--- config.mk ---
export PLATFORM = sky130hd
export DESIGN_NAME = fetch_pc_gen
export DESIGN_NICKNAME = d
export VERILOG_FILES = /design/src/rtl/riscv_types_pkg.sv /design/src/rtl/fetch_pc_gen.sv
export SDC_FILE = /design/constraint.sdc
export NUM_CORES = 1
export LEC_CHECK = 0
export BUFFER_PORTS_ARGS = -buffer_cell sky130_fd_sc_hd__buf_2
export CORE_UTILIZATION = 48
export CTS_CLUSTER_DIAMETER = 200
export DETAILED_ROUTE_END_ITERATION = 12
export PLACE_DENSITY = 0.77
export SLEW_MARGIN = 10
export SYNTH_ARGS = -nofsm -noshare
export SYNTH_HDL_FRONTEND = slang
export SYNTH_SLANG_ARGS = --single-unit
--- constraint.sdc ---
create_clock -name clk_i -period 2.35 [get_ports clk_i]
set_clock_uncertainty 0.2 [all_clocks]
set_input_delay 0.1175 -clock clk_i [delete_from_list [all_inputs] [get_ports clk_i]]
set_output_delay 0.1175 -clock clk_i [all_outputs]
set_load 0.02 [all_outputs]
--- src/rtl/riscv_types_pkg.sv ---
// Shared RISC-V front-end types: address width and fetch-stage FSM/metadata.
// Pure type definitions, no logic and no latency.
// No flow control.
package riscv_types_pkg;

    localparam int ADDR_WIDTH = 32;

    typedef logic [ADDR_WIDTH-1:0] addr_t;

    typedef enum logic [1:0] {
        BOOT = 2'd0,
        RUN  = 2'd1,
        WAIT = 2'd2
    } fetch_state_e;

    // Per-fetch record handed to decode for later resolution and predictor update.
    typedef struct packed {
        addr_t pc;
        logic  pred_taken;
        addr_t pred_target;
        logic  btb_hit;
        logic  epoch;
    } fetch_meta_t;

endpackage

--- src/rtl/fetch_pc_gen.sv ---
// Fetch next-PC generator: drives predictor lookup, issues imem req/gnt fetches, applies redirects.
// Latency: next PC chosen in the same cycle as the grant; fetch metadata valid one cycle after grant.
// Backpressure: stall_i blocks new requests only; an ungranted request is held until granted.
module fetch_pc_gen
    import riscv_types_pkg::*;
#(
    parameter addr_t RESET_VECTOR = 32'h0000_0000
) (
    input  logic  clk_i,
    input  logic  rst_ni,
    output addr_t pc_o,
    input  logic  predict_taken_i,
    input  addr_t predict_target_i,
    input  logic  btb_hit_i,
    output logic  imem_req_o,
    output addr_t imem_addr_o,
    input  logic  imem_gnt_i,
    input  logic  stall_i,
    input  logic  redirect_i,
    input  addr_t redirect_pc_i,
    output logic  fetch_valid_o,
    output addr_t fetch_pc_o,
    output logic  fetch_pred_taken_o,
    output addr_t fetch_pred_target_o,
    output logic  fetch_btb_hit_o,
    output logic  fetch_epoch_o
);

    fetch_state_e r_state;
    addr_t        r_pc;
    logic         r_pending;
    addr_t        r_pending_pc;
    logic         r_fetch_valid;
    // r_meta.epoch doubles as the live epoch register: it toggles on every
    // accepted redirect, and every emitted fetch was granted in the current epoch.
    fetch_meta_t  r_meta;

    fetch_state_e w_state_nxt;
    addr_t        w_pc_nxt;
    logic         w_pending_nxt;
    addr_t        w_pending_pc_nxt;
    logic         w_epoch_nxt;
    logic         w_req;
    logic         w_fire;
    addr_t        w_redir_pc;
    addr_t        w_seq_pc;
    addr_t        w_pred_pc;

    assign w_redir_pc = redirect_pc_i & ~addr_t'(3);
    assign w_seq_pc   = r_pc + addr_t'(4);
    assign w_pred_pc  = predict_taken_i ? predict_target_i : w_seq_pc;

    // Next-state, next-PC, redirect bookkeeping and request generation.
    always_comb begin
        w_state_nxt      = r_state;
        w_pc_nxt         = r_pc;
        w_pending_nxt    = r_pending;
        w_pending_pc_nxt = r_pending_pc;
        w_epoch_nxt      = r_meta.epoch ^ redirect_i;
        w_req            = 1'b0;
        w_fire           = 1'b0;
        case (r_state)
            BOOT: begin
                w_state_nxt = RUN;
                if (redirect_i) begin
                    w_pc_nxt = w_redir_pc;
                end
            end
            RUN: begin
                w_req = !stall_i;
                if (redirect_i) begin
                    if (w_req && !imem_gnt_i) begin
                        // The request is already on the bus and may not be
                        // withdrawn; park the target until it is granted.
                        w_state_nxt      = WAIT;
                        w_pending_nxt    = 1'b1;
                        w_pending_pc_nxt = w_redir_pc;
                    end else begin
                        // Stalled or granted-and-killed: jump straight away.
                        w_pc_nxt = w_redir_pc;
                    end
                end else if (w_req && imem_gnt_i) begin
                    w_fire   = 1'b1;
                    w_pc_nxt = w_pred_pc;
                end else if (w_req) begin
                    w_state_nxt = WAIT;
                end
            end
            WAIT: begin
                w_req = 1'b1;
                if (imem_gnt_i) begin
                    w_state_nxt   = RUN;
                    w_pending_nxt = 1'b0;
                    if (redirect_i) begin
                        w_pc_nxt = w_redir_pc;
                    end else if (r_pending) begin
                        w_pc_nxt = r_pending_pc;
                    end else begin
                        w_fire   = 1'b1;
                        w_pc_nxt = w_pred_pc;
                    end
                end else if (redirect_i) begin
                    w_pending_nxt    = 1'b1;
                    w_pending_pc_nxt = w_redir_pc;
                end
            end
            default: begin
                w_state_nxt = BOOT;
            end
        endcase
    end

    // State, PC, pending redirect and per-fetch metadata registers.
    always_ff @(posedge clk_i) begin
        if (!rst_ni) begin
            r_state       <= BOOT;
            r_pc          <= RESET_VECTOR;
            r_pending     <= 1'b0;
            r_pending_pc  <= '0;
            r_fetch_valid <= 1'b0;
            r_meta        <= '0;
        end else begin
            r_state       <= w_state_nxt;
            r_pc          <= w_pc_nxt;
            r_pending     <= w_pending_nxt;
            r_pending_pc  <= w_pending_pc_nxt;
            r_fetch_valid <= w_fire;
            r_meta.epoch  <= w_epoch_nxt;
            if (w_fire) begin
                r_meta.pc          <= r_pc;
                r_meta.pred_taken  <= predict_taken_i;
                r_meta.pred_target <= w_pred_pc;
                r_meta.btb_hit     <= btb_hit_i;
            end
        end
    end

    assign pc_o                = r_pc;
    assign imem_addr_o         = r_pc;
    assign imem_req_o          = w_req;
    assign fetch_valid_o       = r_fetch_valid;
    assign fetch_pc_o          = r_meta.pc;
    assign fetch_pred_taken_o  = r_meta.pred_taken;
    assign fetch_pred_target_o = r_meta.pred_target;
    assign fetch_btb_hit_o     = r_meta.btb_hit;
    assign fetch_epoch_o       = r_meta.epoch;

endmodule

==> impl_metrics.ini <==
[clock_tree]
clkTransAtPathRegs_ns = 0.06
clk_latency_ns = 0.44
cts_root_buffer = clkbuf_16
clock_sinks = 133
cts_buffer_depth = 2
cts_tree = done
cts_max_level = 4
numCtsBuffers = 17

[run_status]
status = finished, violations left
violations = setup timing

[grt]
grt_start_max_net_pins = 56
grt_usage = 0.350
grt_pass1_wl_mm = 42.7
grt-ovfl-total = 0
grt_pass1_vias = 7898
antenna_found_initial = 0

[power_and_ir_drop]
max-vdd-ir-drop_uv = 652
comb_power_share = 0.317
swShare = 0.351
power_frac_clock = 0.347
total_power_w = 0.00763
power_density_mw_per_mm2 = 738
p_switching_w = 0.00268
power.leakage_nw = 4.42
p_seq_frac = 0.337
internal-power_w = 0.00495

[die]
dieWidth_um = 124
die_h_um = 124
io_pins = 204
num_rows = 44
initial_core_util = 0.493
die-area_mm2 = 0.0155
core-area_mm2 = 0.0146

[sta]
hold_violations = 0
rsz0062_at_grt = true
worst_slew_pin_slew_ns = 0.546
fmax_mhz = 416
slew_violations = 0
min_period_ns = 2.40
whs_ns = 0.0128
max-slew-margin-rel = 0.636
min_period_over_period = 1.02
setup_ws_ns = -0.0523
setup_viol = 3

[place]
portBuffers = 201
post-dp-hpwl_mm = 18.9
placedCellCount = 1356
gp_congestion = 0.943

[worst_setup_path]
crit_type = flip-flop to flip-flop
reg2reg_setup_slack_ns = -0.05
cp.arrival_ns = 2.58
r2r_cells = 7
worstReg2RegEnd = imem_addr_o[28]$_SDFFE_PN0P_
r2r-start = imem_addr_o[10]$_SDFFE_PN0P_
cp-start-kind = flip-flop
cp_max_fo = 7
worstSetupEndpointType = flip-flop
crit_required_ns = 2.53

[route]
vias = 8744
drc = 0
routedWlPerCell_um = 19.2
drt-total-wl_mm = 27.8
via_per_inst = 6.03
drtIter0Drc = 1291
dr.pass1.iters = 8
ant_nets = 0

[hold_path]
whs_endpoint = fetch_pred_target_o[12]$_SDFFE_PN0P_
min_delay_path_depth = 4
hp-class = primary input to flip-flop
hold_start = predict_target_i[12]

[finish]
final_common_cell = nand2_1
layout_common_cells = nand2_1 (204), buf_2 (201), a21oi_1 (126)
diodes = 0
syn2layout_area_growth_pct = 43.8
nNetsFinal = 1330
drive_above_1_share = 0.333
utilization = 0.709
final_cells = 1451

[logic_synthesis]
synth.avg_cell_area_um2 = 7.42
async_reset_ff_frac = 0
ys.flop_type = dfxtp_1
yosysUniqueCellTypes = 67
ys_seq_elements = 133
syn_area_mm2 = 0.00719
synth_edf_count = 0
syn_inst = 970
synthesis.nets = 1046
seq_area_frac_synth = 0.370
yosysWarnings = 0

[job]
maxCapViolCount = 0
-- cell families (layout without fill, tap and decap cells) --
family / after synthesis / after routing / share of synthesized area
xor+xnor: 25 / 25 / 0.0304
flops: 133 / 133 / 0.370
fa+ha+maj: 5 / 5 / 0.00870
mux: 15 / 15 / 0.0209
buf+inv: 127 / 424 / 0.0845
simple gates: 369 / 369 / 0.235
compound gates: 296 / 296 / 0.250
-- per-layer routing --
metal / global-route usage / share of wire / routed length (um)
met4: 0.183 / 0.050 / 1390
met2: 0.530 / 0.44 / 12200
met5: 0 / 0 / 0
met1: 0.467 / 0.40 / 11100
met3: 0.0739 / 0.11 / 3100
-- power groups by stage --
stage | Clock (W) | Combinational [W] | Sequential [W]
finish | 0.00265 | 0.00242 | 0.00257
detailed placement | 0 | 0.00215 | 0.00261
global route | 0.00275 | 0.00253 | 0.00258
CTS | 0.00265 | 0.00225 | 0.00256
global placement | 0 | 0.00213 | 0.00260
floorplan | 0 | 0.00116 | 0.00276
-- how the worst max path moves through the flow --
stage | startpoint | endpoint | cells past startpoint
detailed placement | r_state[1]$_SDFFE_PN0P_ | imem_addr_o[30]$_SDFFE_PN0P_ | 8
floorplan | imem_addr_o[7]$_SDFFE_PN0P_ | imem_addr_o[29]$_SDFFE_PN0P_ | 6
global route | imem_addr_o[3]$_SDFFE_PN0P_ | imem_addr_o[16]$_SDFFE_PN0P_ | 9
global placement | imem_addr_o[3]$_SDFFE_PN0P_ | imem_addr_o[29]$_SDFFE_PN0P_ | 6
CTS | r_state[1]$_SDFFE_PN0P_ | imem_addr_o[21]$_SDFFE_PN0P_ | 8
finish | imem_addr_o[10]$_SDFFE_PN0P_ | imem_addr_o[28]$_SDFFE_PN0P_ | 7
-- worst max-delay path: stages, from the launching register on --
cell	delay, ns
dfxtp_1	0.50
nand3_2	0.22
nor4_4	0.39
buf_4	0.19
nand3_2	0.08
or3b_1	0.38
a211oi_2	0.19
o221a_1	0.19
-- Yosys cell counts (all sizes together) (11+ instances only) --
library cell	number	area, um2
a221oi	15	131
dfxtp	133	2660
o211ai	20	150
buf	47	307
nand3	33	170
xor2	11	96.3
nor3	13	65.1
a21oi	127	636
inv	11	41.3
nand2	205	769
o21ai	76	380
mux2i	15	150
nor2	46	173
clkbuf	68	256
nor2b	11	68.8
xnor2	14	123
-- through the flow --
step / area (um2) / TNS (ns) / setup WS (ns)
2_1_floorplan: 7330 / -0.125 / -0.0712
3_3_place_gp: 8920 / 0 / 0.0111
3_5_place_dp: 8920 / -0.0628 / -0.0553
4_1_cts: 10100 / 0 / 0.00445
5_1_grt: 10300 / -0.580 / -0.129
6_report: 10300 / -0.0992 / -0.0523
-- sequential cells by signal (all words and copies together), names as in the netlist --
signal               count
fetch_epoch_o            1
fetch_btb_hit_o          1
fetch_pred_taken_o       1
fetch_pc_o              32
r_pending_pc            30
r_pending                1
r_state                  2
fetch_pred_target_o     32
imem_addr_o             32
fetch_valid_o            1
-- timing repair --
item	CTS	global route
endpoints found under the hold margin	87	0
setup buffers	0	6
gates resized for setup	5	38
hold buffers	57	0
pin swaps	3	10
setup endpoints to repair	3	78
-- area by class of cell --
cell class	count	area, um2
multi-input combinational	710	4190
inverter	12	46.3
clock inverter	10	96.3
fill	1131	4250
clock buffer	22	495
tap	184	230
sequential	133	2710
timing repair buffer	380	2580
No activity file was read; power rests on OpenSTA's default activity.
